--- src/rtl/mem_access_pkg.sv ---
// Shared decode patterns, funct3 encodings and memory-stage types for the RV32I memory stage.
package mem_access_pkg;

    localparam logic [31:0] I_ALL_LOADS = 32'b???????_?????_?????_???_?????_0000011;
    localparam logic [31:0] S_ALL       = 32'b???????_?????_?????_???_?????_0100011;
    localparam logic [31:0] R_ALL       = 32'b???????_?????_?????_???_?????_0110011;

    localparam logic [2:0] F3_B  = 3'b000;
    localparam logic [2:0] F3_H  = 3'b001;
    localparam logic [2:0] F3_W  = 3'b010;
    localparam logic [2:0] F3_BU = 3'b100;
    localparam logic [2:0] F3_HU = 3'b101;

    typedef enum logic [1:0] {IDLE, REQ, RESP} mem_state_t;

    typedef struct packed {
        logic        we;
        logic [31:0] addr;
        logic [3:0]  be;
        logic [31:0] wdata;
    } dmem_req_t;

    typedef struct packed {
        logic [31:0] instr;
        logic [4:0]  rd;
        logic [2:0]  funct3;
        logic [1:0]  offset;
    } mem_op_t;

    function automatic logic is_load(input logic [31:0] instr);
        logic r;
        r = 1'b0;
        casez (instr)
            I_ALL_LOADS: r = instr[14:12] inside {F3_B, F3_H, F3_W, F3_BU, F3_HU};
            default:     r = 1'b0;
        endcase
        return r;
    endfunction

    function automatic logic is_store(input logic [31:0] instr);
        logic r;
        r = 1'b0;
        casez (instr)
            S_ALL:   r = instr[14:12] inside {F3_B, F3_H, F3_W};
            default: r = 1'b0;
        endcase
        return r;
    endfunction

    function automatic logic is_rtype(input logic [31:0] instr);
        logic r;
        r = 1'b0;
        casez (instr)
            R_ALL:   r = 1'b1;
            default: r = 1'b0;
        endcase
        return r;
    endfunction

    // funct3[1:0] encodes access size for both loads and stores.
    function automatic logic misaligned(input logic [2:0] funct3, input logic [1:0] offset);
        return (funct3[1:0] == 2'b01 && offset[0]) ||
               (funct3[1:0] == 2'b10 && offset != 2'b00);
    endfunction

endpackage

--- src/rtl/mem_access_lsu_format.sv ---
// Load lane extract/extend and store byte-enable/lane-replication, purely combinational.
module lsu_format
    import mem_access_pkg::*;
(
    input  logic [2:0]  funct3,
    input  logic [1:0]  offset,
    input  logic [31:0] rdata,
    input  logic [31:0] store_data,
    output logic [31:0] load_data,
    output logic [3:0]  be,
    output logic [31:0] wdata
);
    localparam int NUM_LANES = 4;

    logic [7:0]  lane_b;
    logic [15:0] lane_h;

    always_comb begin
        lane_b = rdata[{offset, 3'b000} +: 8];
        lane_h = offset[1] ? rdata[31:16] : rdata[15:0];
        case (funct3)
            F3_B:    load_data = {{24{lane_b[7]}}, lane_b};
            F3_H:    load_data = {{16{lane_h[15]}}, lane_h};
            F3_BU:   load_data = {24'h0, lane_b};
            F3_HU:   load_data = {16'h0, lane_h};
            default: load_data = rdata;
        endcase
    end

    always_comb begin
        case (funct3[1:0])
            2'b00:   be = 4'b0001 << offset;
            2'b01:   be = 4'b0011 << offset;
            default: be = 4'b1111;
        endcase
    end

    for (genvar i = 0; i < NUM_LANES; i++) begin : g_lane
        assign wdata[8*i +: 8] = (funct3[1:0] == 2'b00) ? store_data[7:0] :
                                 (funct3[1:0] == 2'b01) ? store_data[8*(i%2) +: 8] :
                                                          store_data[8*i +: 8];
    end

endmodule

--- src/rtl/mem_access.sv ---
// RV32I memory stage: runs the req/gnt/rvalid data port, stalls upstream, registers the writeback bundle.
module mem_access
    import mem_access_pkg::*;
#(
    parameter int RESP_TIMEOUT = 255
) (
    input  logic        clk,
    input  logic        rst_n,
    input  logic [31:0] instr_i,
    input  logic [31:0] alu_result_i,
    input  logic [31:0] rs2_i,
    input  logic [4:0]  sel_rd_i,
    output logic        stall_o,
    output logic        dmem_req_o,
    output logic        dmem_we_o,
    output logic [31:0] dmem_addr_o,
    output logic [3:0]  dmem_be_o,
    output logic [31:0] dmem_wdata_o,
    input  logic        dmem_gnt_i,
    input  logic        dmem_rvalid_i,
    input  logic [31:0] dmem_rdata_i,
    output logic [31:0] wb_instr_o,
    output logic [31:0] wb_data_o,
    output logic [4:0]  wb_rd_o,
    output logic        wb_we_o,
    output logic        misalign_o,
    output logic        bus_err_o
);
    localparam int CNT_W = $clog2(RESP_TIMEOUT + 1);
    localparam logic [CNT_W-1:0] CNT_MAX = CNT_W'(RESP_TIMEOUT - 1);

    mem_state_t       state_q, state_d;
    logic [CNT_W-1:0] cnt_q, cnt_d;
    dmem_req_t        req_q;
    mem_op_t          op_q;

    logic is_ld, is_st, is_mem, is_r, mis;
    logic stall, start, ld_done, st_done, abort;
    logic [2:0]  fmt_f3;
    logic [1:0]  fmt_off;
    logic [31:0] fmt_load, fmt_wdata;
    logic [3:0]  fmt_be;

    assign is_ld  = is_load(instr_i);
    assign is_st  = is_store(instr_i);
    assign is_mem = is_ld | is_st;
    assign is_r   = is_rtype(instr_i);
    assign mis    = is_mem && misaligned(instr_i[14:12], alu_result_i[1:0]);

    // Store lanes are built from the incoming op in IDLE; load formatting uses the captured op.
    assign fmt_f3  = (state_q == IDLE) ? instr_i[14:12]      : op_q.funct3;
    assign fmt_off = (state_q == IDLE) ? alu_result_i[1:0]   : op_q.offset;

    lsu_format u_fmt (
        .funct3     (fmt_f3),
        .offset     (fmt_off),
        .rdata      (dmem_rdata_i),
        .store_data (rs2_i),
        .load_data  (fmt_load),
        .be         (fmt_be),
        .wdata      (fmt_wdata)
    );

    always_comb begin
        state_d = state_q;
        cnt_d   = cnt_q;
        stall   = 1'b0;
        start   = 1'b0;
        ld_done = 1'b0;
        st_done = 1'b0;
        abort   = 1'b0;
        case (state_q)
            IDLE: begin
                if (is_mem && !mis) begin
                    stall   = 1'b1;
                    start   = 1'b1;
                    state_d = REQ;
                end
            end
            REQ: begin
                stall = 1'b1;
                if (dmem_gnt_i) begin
                    if (req_q.we) begin
                        stall   = 1'b0;
                        st_done = 1'b1;
                        state_d = IDLE;
                    end else if (dmem_rvalid_i) begin
                        stall   = 1'b0;
                        ld_done = 1'b1;
                        state_d = IDLE;
                    end else begin
                        cnt_d   = '0;
                        state_d = RESP;
                    end
                end
            end
            RESP: begin
                stall = 1'b1;
                if (dmem_rvalid_i) begin
                    stall   = 1'b0;
                    ld_done = 1'b1;
                    state_d = IDLE;
                end else if (cnt_q == CNT_MAX) begin
                    stall   = 1'b0;
                    abort   = 1'b1;
                    state_d = IDLE;
                end else begin
                    cnt_d = cnt_q + 1'b1;
                end
            end
            default: state_d = IDLE;
        endcase
    end

    // Gated so a held memory instruction cannot raise stall while reset is asserted.
    assign stall_o      = rst_n & stall;
    assign dmem_req_o   = (state_q == REQ);
    assign dmem_we_o    = req_q.we;
    assign dmem_addr_o  = req_q.addr;
    assign dmem_be_o    = req_q.be;
    assign dmem_wdata_o = req_q.wdata;

    always_ff @(posedge clk or negedge rst_n) begin
        if (!rst_n) begin
            state_q    <= IDLE;
            cnt_q      <= '0;
            req_q      <= '0;
            op_q       <= '0;
            wb_instr_o <= '0;
            wb_data_o  <= '0;
            wb_rd_o    <= '0;
            wb_we_o    <= 1'b0;
            misalign_o <= 1'b0;
            bus_err_o  <= 1'b0;
        end else begin
            state_q    <= state_d;
            cnt_q      <= cnt_d;
            wb_we_o    <= 1'b0;
            misalign_o <= 1'b0;
            bus_err_o  <= 1'b0;
            if (start) begin
                req_q <= '{we: is_st, addr: {alu_result_i[31:2], 2'b00}, be: fmt_be, wdata: fmt_wdata};
                op_q  <= '{instr: instr_i, rd: sel_rd_i, funct3: instr_i[14:12], offset: alu_result_i[1:0]};
            end
            if (state_q == IDLE && !start) begin
                wb_instr_o <= instr_i;
                wb_data_o  <= alu_result_i;
                wb_rd_o    <= sel_rd_i;
                wb_we_o    <= is_r && (sel_rd_i != 5'd0);
                misalign_o <= mis;
            end
            if (st_done) wb_instr_o <= op_q.instr;
            if (ld_done) begin
                wb_instr_o <= op_q.instr;
                wb_data_o  <= fmt_load;
                wb_rd_o    <= op_q.rd;
                wb_we_o    <= (op_q.rd != 5'd0);
            end
            if (abort) begin
                wb_instr_o <= op_q.instr;
                bus_err_o  <= 1'b1;
            end
        end
    end

endmodule

--- config.mk ---
export PLATFORM = sky130hd
export DESIGN_NAME = mem_access
export DESIGN_NICKNAME = d
export VERILOG_FILES = /design/src/rtl/mem_access_pkg.sv /design/src/rtl/mem_access_lsu_format.sv /design/src/rtl/mem_access.sv
export SDC_FILE = /design/constraint.sdc
export NUM_CORES = 1
export LEC_CHECK = 0
export BUFFER_PORTS_ARGS = -buffer_cell sky130_fd_sc_hd__buf_4
export CORE_MARGIN = 4
export CORE_UTILIZATION = 55
export DETAILED_ROUTE_END_ITERATION = 12
export PLACE_DENSITY = 0.85
export SYNTH_ARGS = -nofsm -noshare
export SYNTH_HDL_FRONTEND = slang
export SYNTH_SLANG_ARGS = --single-unit
export TNS_END_PERCENT = 100
--- constraint.sdc ---
create_clock -name clk -period 4.85 [get_ports clk]
set_input_delay 0.97 -clock clk [delete_from_list [all_inputs] [get_ports clk]]
set_output_delay 0.97 -clock clk [all_outputs]
set_load 0.03 [all_outputs]
Word level (Yosys, flattened, before mapping):

Index checks and enable logic that the tools add are counted.

* reductions and logical operators: 23
* bitwise gates (word level): 2
* add/sub/neg operators: 1
* divide/modulo/power cells: 0
* equal/unequal tests: 23
* shifts and indexed selects: 3
* multiply operators: 0
* multiplexer cells: 56
* $lt $le $gt $ge: 0

Operators with widths (number)
* $mux 32: 6
* $pmux 32 s4: 1
* $mux 8: 10
* $shiftx 32x6->8: 1
* $mux 1: 23
* $mux 16: 1
* $pmux 8 s2: 1
* $reduce_bool 5->1: 3
* $eq 7x6->1 const B: 2
* $mux 2: 7
* $eq 3x3->1 const B: 4
* $mux 5: 2
* $add 8x1->8 const B: 1
* $eq 8x8->1 const B: 1
* $ne 2x2->1 const B: 4
* $pmux 4 s2: 1
* $eq 7x2->1 const B: 1
* $eq 2x1->1 const B: 3
* $eq 3x1->1 const B: 2
* $logic_and 1x1->1: 6
* $logic_not 3->1: 2
* $pmux 2 s3: 1
* $reduce_and 6->1: 1
* $reduce_bool 2->1: 3
* 17 further kinds: 21

* memory bits (writable): 0
* latch bits: 0
* output and inout bits: 143
* memories kept: 0
* register bits after elaboration: 191
* bits in read-only memories: 0
* word-level logic and storage cells: 124

Logic depth before layout (Yosys ltp):

* depth after elaboration: 15
* gate-level depth with buffers: 9
* gate-level depth less buffers: 7

By module:

A second synthesis with hierarchy kept.

* cell total of the unflattened synthesis: 893
* area total of the unflattened synthesis: 9233.9 sq um

Modules (own cells, without submodules)
* mem_access: area each 8023.9 sq um, cells an instance 710, times used 1, sequential area each 4704.5 sq um
* lsu_format: area each 1209.9 sq um, cells an instance 183, times used 1, sequential area each 0.0 sq um

Worst setup path before layout:

Ideal clock, no wire load.

* kind: input port to output port
* start point: input port instr_i[12]
* end point: output port stall_o
* stages on the path: 7
* setup slack: 1401 ps
* arrival: 2479 ps
* buffers on the path: 2
* cell sequence: buf_2 > nor2_1 > o211ai_1 > nor3_1 > clkbuf_1 > nor2_1 > a21oi_1

* longest elaborated chain between the ends: 10

RTL lines
* start, declared: RTL line mem_access.sv:9 `input logic [31:0] instr_i,`
* $eq 3x1->1, or another cell as far along: RTL line mem_access_pkg.sv:34, mem_access_pkg.sv:44
* $reduce_bool 5->1 or $reduce_bool 3->1 (tied branches): RTL line mem_access_pkg.sv:34, mem_access_pkg.sv:44
* $mux 1 (on tied branches): RTL line mem_access_pkg.sv:33, mem_access_pkg.sv:43
* $or 1x1->1: RTL line mem_access.sv:46 `assign is_mem = is_ld | is_st;`
* $logic_and 1x1->1: RTL line mem_access.sv:48 `assign mis = is_mem && misaligned(instr_i[14:12], alu_result_i[1:0]);`
* $logic_not 1->1: RTL line mem_access.sv:74 `if (is_mem && !mis) begin`
* $logic_and 1x1->1 *: RTL line mem_access.sv:74
* $mux 1 *: RTL line mem_access.sv:74
* $pmux 1 s3 *: RTL line mem_access.sv:72 `case (state_q)`
* $and 1x1->1 *: RTL line mem_access.sv:116 `assign stall_o = rst_n & stall;`
* end, declared: RTL line mem_access.sv:13 `output logic stall_o,`

Every way passes the cells marked *; elsewhere a longest branch is shown, timed or not.

Final worst setup path:

* start point: register state_q[0]
* end point: output port stall_o

* longest elaborated chain between the ends: 3

RTL lines
* start, declared: RTL line mem_access.sv:32 `mem_state_t state_q, state_d;`
* start signal, assigned: RTL line mem_access.sv:136 `state_q <= state_d;`
* $eq 2x2->1, or another cell as far along: RTL line mem_access.sv:72
* $pmux 1 s3 *: RTL line mem_access.sv:72
* $and 1x1->1 *: RTL line mem_access.sv:116

Marked as above.

==> results.toml <==
[worst_setup_path]
start_kind = "flop"
setup.worst_path.end_class = "output pin"
path_common_cell = "inv_1"
crit_fanout = 21
regToRegSetupSlack_ns = 1.53
reg2regPathDepth = 6
worst_ep_required_time_ns = 3.88
slowest_delay_ns = 0.81
worstPathCellList = "inv_1 > ha_1 > inv_1 > nor3_2 > nor2_1 > a21oi_1 > buf_4"
crit_type = "reg -> out"
setup.worst_path.start = "state_q[0]"
r2r_end = "wb_data_o[10]"
arrival_ns = 2.79
cp_slowest_cell = "ha_1"
r2r_start = "state_q[0]"

[logic_synthesis]
synth_cell_types = 52
async_flop_share_pct = 100
syn_inst = 932
yosysWarnings = 0
syn_area_per_cell_um2 = 9.48
synth_edf_count = 0
ys.flop_type = "dfrtp_1"
syn-cell-area_um2 = 8840
ys_seq_area_share_pct = 53.2
ys_ff_latch = 188

[timing]
hold_viol = 0
finalCriticalPeriod_ns = 3.76
max_clock_freq_mhz = 266
timing.hold.ws_ns = 0.474
tightestPinTransition_ns = 1.05
fin_tns_setup_ns = 0
fin_ws_ns = 1.09
fin_crit_sh_pct = 77.5
rsz0062_at_grt = "false"
relSlewSlack_pct = 28.9
finClkSkew_ns = 0.0112
finalMaxSlewViolations = 0
setup_violations = 0

[cts]
cts_hold_buf = 0
cts_resized = 0
cts_max_level = 4
clk_pin_slew_ns = 0.07
clockBufferDepth = 2
cts.root.buffer_cell = "clkbuf_16"
cts_tree = "built"
cts_num_sinks = 188
post-cts-setup-buffers = 0
cts_buffers = 17
insertion_delay_ns = 0.43

[floorplanning]
ios = 280
die_h_um = 135
die_x_um = 135
initial_utilization_pct = 55.8
core_um2 = 15800
rows = 46
die-area_um2 = 18200

[pwr]
power_density_nw_per_um2 = 420
vdd_drop_max_v = 0.000279
power_mw = 4.89
p_leak_nw = 5.94

[min_path]
hold_path_end = "op_q[11]"
min_path_type = "reg -> reg"
min_delay_path_depth = 1
holdCritStartpoint = "op_q[11]"

[finish]
nets = 1323
diodes = 0
drive_gt1_share_pct = 28.0
area_growth_pct = 31.9
final_cell_mix = "284 x buf_4, 280 x nand2_1, 188 x dfrtp_1"
fin_area_um2 = 11700
final_common_cell = "buf_4"

[global_routing]
grt_pass1_wl_mm = 41.5
antenna_found_initial = 0
grt_max_degree = 94
grt_pass1_vias = 7776
grt_overflow = 0
globalRouteTotalUtil_pct = 28.9

[routing]
wl_per_cell_um = 18.7
ant_nets = 0
viasPerCell = 5.62
dr.first_iter.drc_count = 590
first_pass_iters = 7
routed_wl_mm = 26.4
drc = 0
vias = 7914

[place]
placed_area_um2 = 11000
gp_congestion = 0.902
place_ws_ns = 1.50
io_buffers = 277
dp_hpwl_mm = 18.5

[run]
cap_viol_max_count = 0

[run_status]
status = "complete, no violations"
[per-layer routing]
metal  routed length (um)  GRT usage [%]  up-vias  part of all wire, %
met1                10500           38.6     3826                   40
met5                    0              0        -                    0
met4                  897           11.1        0                  3.4
li1                     -              -     3668                    -
met2                12800           46.3      357                   48
met3                 2150           6.67       63                  8.1
[cell usage after synthesis (2+ instances only)]
| cell | n | share of area, % |
|---|---|---|
| buf_4 | 3 | 0.25 |
| mux2_4 | 2 | 0.34 |
| dfrtp_1 | 188 | 53 |
| o22ai_1 | 3 | 0.21 |
| nor3_1 | 5 | 0.28 |
| a222oi_1 | 6 | 0.68 |
| o32ai_1 | 2 | 0.20 |
| o21ai_0 | 35 | 2.0 |
| ha_1 | 6 | 0.85 |
| or3_1 | 3 | 0.21 |
| o21a_1 | 4 | 0.34 |
| a22oi_1 | 36 | 3.1 |
| o21ai_1 | 3 | 0.17 |
| mux2i_1 | 98 | 11 |
| nor2_1 | 65 | 2.8 |
| a31oi_1 | 9 | 0.64 |
| nand3_1 | 6 | 0.34 |
| nand2b_1 | 8 | 0.57 |
| buf_6 | 2 | 0.25 |
| nor3b_1 | 4 | 0.34 |
| and3b_1 | 2 | 0.20 |
| nor2b_1 | 2 | 0.14 |
| nand2_1 | 280 | 12 |
| or4_1 | 2 | 0.17 |
| a21oi_1 | 52 | 2.9 |
| and2_1 | 4 | 0.28 |
| clkbuf_1 | 25 | 1.1 |
| inv_1 | 19 | 0.81 |
| buf_2 | 28 | 1.6 |
| o211ai_1 | 4 | 0.34 |
| xnor2_1 | 3 | 0.30 |
| a2111oi_0 | 3 | 0.30 |
[stage by stage]
step | instances | utilization, %
after floorplan | 933 | -
after global placement | 1377 | 69.7
after detailed placement | 1377 | 69.7
after CTS | 1409 | 73.6
after global routing | 1409 | 73.6
final | 1409 | 73.6
[worst max path at each step]
stage | to | cells after the start
floorplan | stall_o | 7
global placement | stall_o | 7
detailed placement | stall_o | 7
CTS | stall_o | 7
global route | stall_o | 7
finish | stall_o | 7
[critical path: cells and delay by family (launching register included)]
family                   cells  cell delay, ns
adder cells (fa/ha/maj)      1            0.81
buffers and inverters        3            0.58
flip-flops                   1            0.40
AND/OR/NAND/NOR              2            0.37
AO/OA/AOI/OAI                1            0.20
[layout make-up]
type	instances	area (um2)
Clock inverter	12	159
Inverter	19	71.3
Timing Repair Buffer	286	2170
Tap cell	216	270
Clock buffer	20	457
Sequential cell	188	4700
Fill cell	1170	4180
Multi-Input combinational cell	668	3820
[flip-flops by register name (all words and copies together), names as in the netlist, 2 cells and up]
name          cells
op_q             39
wb_instr_o       32
dmem_be_o         4
wb_rd_o           5
cnt_q             8
wb_data_o        32
dmem_addr_o      30
dmem_wdata_o     32
state_q           2
[power breakdown]
part / switching [mW] / leakage [nW] / total [mW] / internal (mW)
Combinational: 0.902 / 3.23 / 1.48 / 0.574
Sequential: 0.152 / 2.41 / 1.95 / 1.80
Clock: 0.619 / 0.298 / 1.46 / 0.846
[kinds of logic (layout without fill, tap and decap cells)]
kind of cell,after synthesis,after routing,synth area share (%)
and+or+nand+nor,388,388,17.9
DFF,188,188,53.2
AOI/OAI and AO/OA,167,167,11.9
muxes,102,102,11.8
buffers and inverters,77,337,3.96
adders and majority gates,6,6,0.849
xor gates and xnor gates,3,3,0.297
other,1,2,0.0424
(Power assumes the default switching activity.)
